==> config.mk <==
export PLATFORM = sky130hd
export DESIGN_NAME = ctrl_sched_loader_flat
export DESIGN_NICKNAME = d
export VERILOG_FILES = /design/src/rtl/ctrl_sched_loader_if.sv /design/src/rtl/ctrl_sched_loader.sv /design/src/flat_wrapper.sv
export SDC_FILE = /design/constraint.sdc
export NUM_CORES = 1
export LEC_CHECK = 0
export ABC_AREA = 1
export BUFFER_PORTS_ARGS = -buffer_cell sky130_fd_sc_hd__buf_2
export CAP_MARGIN = 20
export CELL_PAD_IN_SITES_DETAIL_PLACEMENT = 0
export CELL_PAD_IN_SITES_GLOBAL_PLACEMENT = 1
export CORE_AREA = 2 2 104 106
export CTS_BUF_LIST = sky130_fd_sc_hd__clkbuf_16
export DETAILED_ROUTE_END_ITERATION = 6
export DIE_AREA = 0 0 106 108
export GPL_ROUTABILITY_DRIVEN = 0
export PLACE_DENSITY_LB_ADDON = 0.1
export REMOVE_ABC_BUFFERS = 1
export SYNTH_ARGS = -nofsm -noshare
export SYNTH_HDL_FRONTEND = slang
export SYNTH_SLANG_ARGS = --single-unit
==> constraint.sdc <==
create_clock -name clk -period 2.2 [get_ports clk]
set_input_delay 0 -clock clk [delete_from_list [all_inputs] [get_ports clk]]
set_output_delay 0 -clock clk [all_outputs]
set_load 0.02 [all_outputs]
==> src/rtl/ctrl_sched_loader_if.sv <==
// Host-side bundle for ctrl_sched_loader: schedule stream, run commands, controller drive and status.
// Latency: none (wires only).
// Backpressure: s_valid/s_ready stream; commands are single-cycle pulses with no handshake.
interface ctrl_sched_loader_if #(
  parameter int CTRL_WIDTH     = 24,
  parameter int ITER_CNT_WIDTH = 16
);
  // Host schedule stream
  logic                      s_valid;
  logic                      s_ready;
  logic [CTRL_WIDTH-1:0]     s_data;
  // Run commands
  logic                      cmd_run;
  logic [ITER_CNT_WIDTH-1:0] run_iters;
  logic                      cmd_abort;
  // Controller drive
  logic                      load_ctrl;
  logic [CTRL_WIDTH-1:0]     ctrl_in;
  logic                      start_ctrl;
  logic                      stop_ctrl;
  // Status
  logic                      sched_loaded;
  logic                      busy;
  logic                      iter_done;
  logic [ITER_CNT_WIDTH-1:0] iter_count;

  // Host / testbench side
  modport master (
    output s_valid, s_data, cmd_run, run_iters, cmd_abort,
    input  s_ready, load_ctrl, ctrl_in, start_ctrl, stop_ctrl,
           sched_loaded, busy, iter_done, iter_count
  );

  // Loader side
  modport slave (
    input  s_valid, s_data, cmd_run, run_iters, cmd_abort,
    output s_ready, load_ctrl, ctrl_in, start_ctrl, stop_ctrl,
           sched_loaded, busy, iter_done, iter_count
  );
endinterface

==> src/rtl/ctrl_sched_loader.sv <==
// Loads an ITER_PERIOD-word schedule into the BDF controller, then sequences start/stop for N iterations or free-run.
// Latency: 1 cycle from s_valid&&s_ready to load_ctrl/ctrl_in, and from cmd_run/cmd_abort to start_ctrl/stop_ctrl.
// Backpressure: s_ready is high only in LOAD; it drops the cycle after the last word and returns after an abort in ARMED.
module ctrl_sched_loader #(
  parameter int CTRL_WIDTH     = 24,
  parameter int ITER_PERIOD    = 48,
  parameter int ITER_CNT_WIDTH = 16
) (
  input  logic             clk,
  input  logic             rst,
  ctrl_sched_loader_if.slave bus
);

  // Word/phase counters share one width; ITER_PERIOD is assumed >= 2.
  localparam int PW = (ITER_PERIOD > 1) ? $clog2(ITER_PERIOD) : 1;
  localparam logic [PW-1:0] LAST_IDX = PW'(ITER_PERIOD - 1);
  localparam logic [PW-1:0] PRE_LAST = PW'(ITER_PERIOD - 2);

  localparam logic [1:0] ST_LOAD  = 2'd0;
  localparam logic [1:0] ST_ARMED = 2'd1;
  localparam logic [1:0] ST_RUN   = 2'd2;

  logic [1:0]                r_state;
  logic [1:0]                w_state_nxt;
  logic                      r_s_ready;
  logic [PW-1:0]             r_wcnt;
  logic                      r_load_ctrl;
  logic [CTRL_WIDTH-1:0]     r_ctrl_in;
  logic                      r_sched_loaded;
  logic [PW-1:0]             r_phase;
  logic [ITER_CNT_WIDTH-1:0] r_iters;
  logic [ITER_CNT_WIDTH-1:0] r_iter_count;
  logic                      r_start_ctrl;
  logic                      r_stop_ctrl;
  logic                      r_iter_done;

  logic                      w_hs;
  logic                      w_last_word;
  logic                      w_in_run;
  logic                      w_run_go;
  logic                      w_armed_abort;
  logic                      w_run_abort;
  logic                      w_done_next;
  logic [ITER_CNT_WIDTH-1:0] w_iter_next;
  logic                      w_final_next;
  logic                      w_stop_next;

  assign w_hs          = bus.s_valid && r_s_ready;
  assign w_last_word   = w_hs && (r_wcnt == LAST_IDX);
  assign w_in_run      = (r_state == ST_RUN);
  assign w_run_go      = (r_state == ST_ARMED) && bus.cmd_run && !bus.cmd_abort;
  assign w_armed_abort = (r_state == ST_ARMED) && bus.cmd_abort;
  // Once a stop pulse is queued the run is over: later aborts and wraps are ignored.
  assign w_run_abort   = w_in_run && !r_stop_ctrl && bus.cmd_abort;
  // Outputs are registered, so the wrap is detected one phase early; an abort
  // in that same cycle suppresses the iter_done of the partial iteration.
  assign w_done_next   = w_in_run && !r_stop_ctrl && (r_phase == PRE_LAST) && !bus.cmd_abort;
  assign w_iter_next   = r_iter_count + ITER_CNT_WIDTH'(1);
  assign w_final_next  = w_done_next && (r_iters != '0) && (w_iter_next == r_iters);
  assign w_stop_next   = w_run_abort || w_final_next;

  // Next-state decode; in RUN the state leaves on the cycle the stop pulse is out.
  always_comb begin
    w_state_nxt = r_state;
    case (r_state)
      ST_LOAD:  if (w_last_word) w_state_nxt = ST_ARMED;
      ST_ARMED: begin
        if (bus.cmd_abort)    w_state_nxt = ST_LOAD;
        else if (bus.cmd_run) w_state_nxt = ST_RUN;
      end
      ST_RUN:   if (r_stop_ctrl) w_state_nxt = ST_ARMED;
      default:  w_state_nxt = ST_LOAD;
    endcase
  end

  // State register; s_ready is registered so it stays low while reset is held.
  always_ff @(posedge clk or negedge rst) begin
    if (!rst) begin
      r_state   <= ST_LOAD;
      r_s_ready <= 1'b0;
    end else begin
      r_state   <= w_state_nxt;
      r_s_ready <= (w_state_nxt == ST_LOAD);
    end
  end

  // Schedule load path: capture each accepted word and strobe it into the controller.
  always_ff @(posedge clk or negedge rst) begin
    if (!rst) begin
      r_wcnt         <= '0;
      r_load_ctrl    <= 1'b0;
      r_ctrl_in      <= '0;
      r_sched_loaded <= 1'b0;
    end else begin
      r_load_ctrl <= w_hs;
      if (w_hs) begin
        r_ctrl_in <= bus.s_data;
        r_wcnt    <= w_last_word ? '0 : r_wcnt + PW'(1);
      end
      if (w_last_word) begin
        r_sched_loaded <= 1'b1;
      end else if (w_armed_abort) begin
        r_sched_loaded <= 1'b0;
        r_wcnt         <= '0;
      end
    end
  end

  // Run sequencing: phase counter, iteration bookkeeping and start/stop/done pulses.
  always_ff @(posedge clk or negedge rst) begin
    if (!rst) begin
      r_phase      <= '0;
      r_iters      <= '0;
      r_iter_count <= '0;
      r_start_ctrl <= 1'b0;
      r_stop_ctrl  <= 1'b0;
      r_iter_done  <= 1'b0;
    end else begin
      r_start_ctrl <= w_run_go;
      r_stop_ctrl  <= w_stop_next;
      r_iter_done  <= w_done_next;
      if (w_run_go) begin
        r_phase      <= '0;
        r_iters      <= bus.run_iters;
        r_iter_count <= '0;
      end else if (w_in_run) begin
        r_phase <= (r_phase == LAST_IDX) ? '0 : r_phase + PW'(1);
        if (w_done_next) begin
          r_iter_count <= w_iter_next;
        end
      end
    end
  end

  assign bus.s_ready      = r_s_ready;
  assign bus.load_ctrl    = r_load_ctrl;
  assign bus.ctrl_in      = r_ctrl_in;
  assign bus.start_ctrl   = r_start_ctrl;
  assign bus.stop_ctrl    = r_stop_ctrl;
  assign bus.sched_loaded = r_sched_loaded;
  assign bus.busy         = w_in_run;
  assign bus.iter_done    = r_iter_done;
  assign bus.iter_count   = r_iter_count;

endmodule
==> src/flat_wrapper.sv <==
// flat-port wrapper written by rule: the top's interface ports become plain ports
module ctrl_sched_loader_flat 
#(
  parameter int CTRL_WIDTH     = 24,
  parameter int ITER_PERIOD    = 48,
  parameter int ITER_CNT_WIDTH = 16
)
  (clk, rst, bus_s_valid, bus_s_data, bus_cmd_run, bus_run_iters, bus_cmd_abort, bus_s_ready, bus_load_ctrl, bus_ctrl_in, bus_start_ctrl, bus_stop_ctrl, bus_sched_loaded, bus_busy, bus_iter_done, bus_iter_count);
  ctrl_sched_loader_if #(.CTRL_WIDTH(CTRL_WIDTH), .ITER_CNT_WIDTH(ITER_CNT_WIDTH)) bus_i ();
  input  logic clk;
  input  logic rst;
  input wire logic [$bits(bus_i.s_valid)-1:0] bus_s_valid;
  input wire logic [$bits(bus_i.s_data)-1:0] bus_s_data;
  input wire logic [$bits(bus_i.cmd_run)-1:0] bus_cmd_run;
  input wire logic [$bits(bus_i.run_iters)-1:0] bus_run_iters;
  input wire logic [$bits(bus_i.cmd_abort)-1:0] bus_cmd_abort;
  output wire logic [$bits(bus_i.s_ready)-1:0] bus_s_ready;
  output wire logic [$bits(bus_i.load_ctrl)-1:0] bus_load_ctrl;
  output wire logic [$bits(bus_i.ctrl_in)-1:0] bus_ctrl_in;
  output wire logic [$bits(bus_i.start_ctrl)-1:0] bus_start_ctrl;
  output wire logic [$bits(bus_i.stop_ctrl)-1:0] bus_stop_ctrl;
  output wire logic [$bits(bus_i.sched_loaded)-1:0] bus_sched_loaded;
  output wire logic [$bits(bus_i.busy)-1:0] bus_busy;
  output wire logic [$bits(bus_i.iter_done)-1:0] bus_iter_done;
  output wire logic [$bits(bus_i.iter_count)-1:0] bus_iter_count;
  assign bus_i.s_valid = bus_s_valid;
  assign bus_i.s_data = bus_s_data;
  assign bus_i.cmd_run = bus_cmd_run;
  assign bus_i.run_iters = bus_run_iters;
  assign bus_i.cmd_abort = bus_cmd_abort;
  assign bus_s_ready = bus_i.s_ready;
  assign bus_load_ctrl = bus_i.load_ctrl;
  assign bus_ctrl_in = bus_i.ctrl_in;
  assign bus_start_ctrl = bus_i.start_ctrl;
  assign bus_stop_ctrl = bus_i.stop_ctrl;
  assign bus_sched_loaded = bus_i.sched_loaded;
  assign bus_busy = bus_i.busy;
  assign bus_iter_done = bus_i.iter_done;
  assign bus_iter_count = bus_i.iter_count;
  ctrl_sched_loader #(.CTRL_WIDTH(CTRL_WIDTH), .ITER_PERIOD(ITER_PERIOD), .ITER_CNT_WIDTH(ITER_CNT_WIDTH)) u_core (.clk(clk), .rst(rst), .bus(bus_i));
endmodule
* Word level (Yosys, flattened, before mapping)
Index checks and enable logic that the tools add are counted.
Operators by class: add/subtract/negate cells 3, $mul 0, div/mod/pow operators 0, $lt $le $gt $ge 0, equal/unequal tests 6, shift operators 0, muxes and demuxes 17, bitwise logic cells 0, reduce and logical (&&, ||, !) cells 21
Operator list (count):
- two-way mux 16 bit | 3
- two-way mux 6 bit | 7
- == test 6 bit, second input constant | 3
- adder 16 x 1 -> 16 bit, second input constant | 1
- == test 16 bit | 1
- nonzero test 16 bit | 1
- adder 6 x 1 -> 6 bit, second input constant | 2
- logical AND 1 bit | 11
- two-way mux 2 bit | 4
- case mux 2 bit (3 select lines) | 1
- nonzero test 2 bit | 3
- zero test 2 bit | 2
- == test 2 x 1 -> 1 bit, second input constant | 1
- == test 2 bit, second input constant | 1
- zero test 1 bit | 2
- two-way mux 1 bit | 2
- AND reduction 2 bit | 1
- logical OR 1 bit | 1
Storage, ports and cells: register bits 76, bits in latches 0, memory bits (writable) 0, bits in read-only memories 0, bits of input ports 45, output and inout port bits 47, word-level logic and storage cells 59, memories kept 0

* Longest topological paths before layout
depth in word-level cells 7, gate-level depth with buffers 12, depth with buffers taken out 12

* Worst setup path after synthesis
Ideal clock, no wire load.
path kind flip-flop to flip-flop, start point register u_core.r_iter_count[0], in the netlist u_core.bus.iter_count[0], end point register u_core.r_stop_ctrl, in the netlist u_core.bus.stop_ctrl, arrival 1634 ps, data required time 2125 ps, slack 491 ps, stages on the path, launching flop included 12, path through dfrtp_1 ha_1 nand2_2 nor2_8 nand3_1 nand3_1 nand2_1 nor2_1 nand2_1 nor2_1 nand2_1 o21bai_2
On the way: cells in the longest elaborated chain, start to end 4
RTL lines:
- start, declared | line ctrl_sched_loader.sv:32 | logic [ITER_CNT_WIDTH-1:0] r_iter_count;
- start signal, assigned | line ctrl_sched_loader.sv:129 | r_iter_count <= w_iter_next;
- adder 16 x 1 -> 16 bit | line ctrl_sched_loader.sv:58 | assign w_iter_next = r_iter_count + ITER_CNT_WIDTH'(1);
- == test 16 bit | line ctrl_sched_loader.sv:59 | assign w_final_next = w_done_next && (r_iters != '0) && (w_iter_next == r_iters);
- logical AND 1 bit | line ctrl_sched_loader.sv:59
- logical OR 1 bit | line ctrl_sched_loader.sv:60 | assign w_stop_next = w_run_abort || w_final_next;
- via u_core.w_stop_next | line ctrl_sched_loader.sv:46 | logic w_stop_next;
- end signal, assigned | line ctrl_sched_loader.sv:120 | r_stop_ctrl <= w_stop_next;
- end, declared | line ctrl_sched_loader.sv:34 | logic r_stop_ctrl;
The timed path passes the listed nets, and every way through them passes these cells. A chain may end at the register's enable or synchronous reset.

* Worst setup path after layout
Same ends and word-level chain as after synthesis.

==> results.yml <==
run_status:
  status: "finished, final reports clean"
synth:
  synth_edf_count: 0
  ys_warn_count: 0
  syn_avg_cell_area_sq_um: 7.59
  yosys.area_share.adder_pct: 1.27
  synth_cell_type_count: 35
  synth_top_family_by_area: "simple AND/OR/NAND/NOR gates"
  synth_area_sq_mm: 0.00395
  synth_xor_area_share_pct: 0.443
  synthArstFlopShare_pct: 100
  synth_compound_area_share_pct: 6.77
  synth_cells: 521
  ys_seq_area_share_pct: 48.1
  ys_ff_latch: 76
  yosys.area_share.simple_pct: 36.2
  ys.flop_type: "dfrtp_1"
  synth.mux.area_fraction_pct: 0
placed_design:
  dpl_worst_slack_ns: 0.380
  numPortBuffers: 91
  dpl.hpwl_microns: 7480
  placed_area_sq_mm: 0.00459
  placed_cells: 743
setup_path:
  critPathArrivalTime_ns: 2.10
  worstSetupStartpoint: "u_core.bus.iter_count[0]"
  cp_data_required_time_ns: 2.46
  crit_end: "u_core.bus.stop_ctrl"
  r2r_cells: 9
  r2r-end: "u_core.bus.stop_ctrl"
  worst-setup-path-type: "reg -> reg"
  startpoint_type: "register"
  r2r_setup_slack_ns: 0.37
  crit_path_max_fanout: 7
  crit-reg2reg-launch: "u_core.bus.iter_count[0]"
  end_kind: "register"
layout:
  area_growth_pct: 34.1
  utilization_pct: 51.8
  drive_gt1_share_pct: 21.1
  nFillCells: 996
  final_area_sq_mm: 0.00530
  fin_nets: 708
  final_cells: 801
timing:
  setup_viol: 0
  fin_ws_ns: 0.366
  finClkSkew_ns: 0.00316
  rsz0062_at_grt: "false"
  timing.fmax_ghz: 0.545
  layout_min_cycle_time_ns: 1.83
  post-route-period-util_pct: 83.3
  max_slew_margin_pct: 69.2
  hold_viol_final: 0
  worst_slew_pin_slew_ns: 0.458
  finalMaxSlewViolations: 0
die:
  fp.coreArea_sq_mm: 0.0102
  initial_core_util_pct: 38.6
  rows: 37
  dieArea_sq_mm: 0.0114
  die_w_microns: 106
  die_h_microns: 108
  io_pins: 92
routing:
  drt_iter0_drc: 182
  drcViolationCount: 0
  wire_per_inst_microns: 13.2
  num_vias: 3777
  via_per_inst: 4.72
  wirelength_microns: 10500
  drt-pass1-iter-count: 5
  ant_nets: 0
global_route:
  first_global_vias: 3586
  grt.total_usage_pct: 19.2
  antenna_found_initial: 0
  grt_max_degree: 52
  grt_overflow_total: 0
  grt_pass1_wl_microns: 17300
clock_tree:
  cts_tree: "yes"
  clk_path_buf_depth: 2
  cts_setup_buffers: 0
  htreeDepth: 3
  ctsRootBufferMaster: "clkbuf_16"
  insertion_delay_ns: 0.33
  clock-sinks: 76
  clk_pin_slew_worst_paths_ns: 0.06
  cts_buffers: 9
worst_hold_path:
  hold_path.class: "in -> reg"
job:
  max_cap_viol_count: 0
power:
  cellPowerDensity_mw_per_mm2: 1220
  vdd_ir_drop_max_mv: 0.459
  p_leak_nw: 2.79
==> sequential cells by signal, indices dropped and copies added (netlist names) <==
name and count:
u_core.r_phase 6, u_core.bus.stop_ctrl 1, u_core.bus.s_ready 1, u_core.r_state 2
u_core.bus.iter_count 16, u_core.bus.iter_done 1, u_core.r_wcnt 6, u_core.bus.sched_loaded 1
u_core.bus.start_ctrl 1, u_core.bus.ctrl_in 24, u_core.bus.load_ctrl 1, u_core.r_iters 16
==> cells in the final DEF, fill, tap and decap left out <==
master,instances
a21oi_1,5
a221oi_1,1
buf_12,1
buf_2,90
buf_4,6
bufinv_16,1
clkbuf_16,9
clkinv_1,2
clkinv_4,1
clkinvlp_4,2
dfrtp_1,76
diode_2,1
dlygate4sd3_1,41
ha_1,4
inv_1,54
inv_2,6
inv_6,2
nand2_1,191
nand2_2,9
nand3_1,48
nand3_2,3
nand3b_1,3
nand4_1,12
nand4_4,1
nor2_1,38
nor2_2,2
nor2_4,3
nor2_8,2
nor3_1,3
nor3_4,1
nor3b_1,1
nor4_1,1
o21a_1,1
o21ai_0,29
o21ai_1,6
o21bai_1,1
o21bai_2,1
o22ai_1,4
o31ai_1,1
xor2_1,2
==> through the flow <==
stage | setup TNS, ns | power, mW | hold WS [ns]
floorplan | -0.373 | 4.09 | -0.296
detailed placement | 0 | 4.94 | -0.0540
global placement | 0 | 4.91 | -0.0517
finish | 0 | 6.46 | 0.0765
CTS | 0 | 6.52 | 0.0653
global route | 0 | 6.98 | 0.111
==> how the worst min path moves through the flow <==
| stage | slack (ns) | endpoint | depth (start not counted) | startpoint |
|---|---|---|---|---|
| final | 0.08 | u_core.r_state[0] | 4 | bus_cmd_run |
| after global routing | 0.11 | u_core.bus.start_ctrl | 3 | bus_cmd_abort |
| after CTS | 0.07 | u_core.r_state[0] | 4 | bus_cmd_run |
| after detailed placement | -0.05 | u_core.bus.iter_done | 1 | rst |
| after global placement | -0.05 | u_core.bus.iter_done | 1 | rst |
| after floorplan | -0.30 | u_core.bus.ctrl_in[0] | 0 | rst |
==> synth_stat cells, types with 3 or more instances <==
| cell type | number | area [sq um] |
|---|---|---|
| o21ai_1 | 6 | 30.0 |
| nand3_1 | 48 | 240 |
| nand2_1 | 191 | 717 |
| nand3b_1 | 3 | 22.5 |
| nor2_1 | 38 | 143 |
| o22ai_1 | 4 | 25.0 |
| clkbuf_1 | 5 | 18.8 |
| nand3_2 | 3 | 30.0 |
| buf_2 | 3 | 15.0 |
| inv_2 | 6 | 22.5 |
| dfrtp_1 | 76 | 1900 |
| nand4_1 | 12 | 75.1 |
| nor2_4 | 3 | 33.8 |
| o21ai_0 | 29 | 145 |
| inv_1 | 54 | 203 |
| ha_1 | 4 | 50.1 |
| a21oi_1 | 5 | 25.0 |
| nand2_2 | 9 | 56.3 |
| nor3_1 | 3 | 15.0 |
==> kinds of logic (layout without fill, tap and decap cells) <==
logic type	Yosys count	in the layout
simple gates	318	318
flops	76	76
buf+inv	72	215
compound gates	49	49
fa+ha+maj	4	4
xor+xnor	2	2
other cells	0	1
==> power breakdown <==
group	leakage, nW	switching, mW	total (mW)	internal, mW
Combinational	1.74	1.61	2.49	0.877
Clock	0.140	0.610	1.49	0.884
Sequential	0.907	0.532	2.48	1.94
Total	2.79	2.75	6.46	3.71
==> cell type report <==
| class | instances | area [sq um] | share of cell area, % |
|---|---|---|---|
| Antenna cell | 1 | 2.50 | 0.0472 |
| Clock buffer | 9 | 225 | 4.25 |
| Clock inverter | 7 | 75.1 | 1.42 |
| Inverter | 61 | 229 | 4.32 |
| Multi-Input combinational cell | 373 | 1770 | 33.4 |
| Sequential cell | 76 | 1900 | 35.9 |
| Tap cell | 136 | 170 | 3.21 |
| Timing Repair Buffer | 138 | 926 | 17.5 |
==> per-layer routing <==
layer  global-route usage, %  vias to the layer above  share of wire [%]
li1                        -                     1942                  -
met1                    26.2                     1732                 47
met2                    30.4                       91                 46
met3                    3.74                       12                4.7
met4                    7.52                        0                1.7
met5                       0                        -                  0
==> what timing repair did <==
action                    4_1_cts  5_1_grt
hold endpoints to repair      116        0
hold buffers                   41        0
resized for setup               0        0
==> critical path: stages (launching register included) <==
cell and delay [ns]:
dfrtp_1 0.45, ha_1 0.26, nand3_1 0.16, nor2_1 0.22, nand3_1 0.12, nand2_1 0.09, nand3_1 0.07, nand2_1 0.06
nand4_1 0.15, o21bai_2 0.16
(Power assumes the default switching activity.)
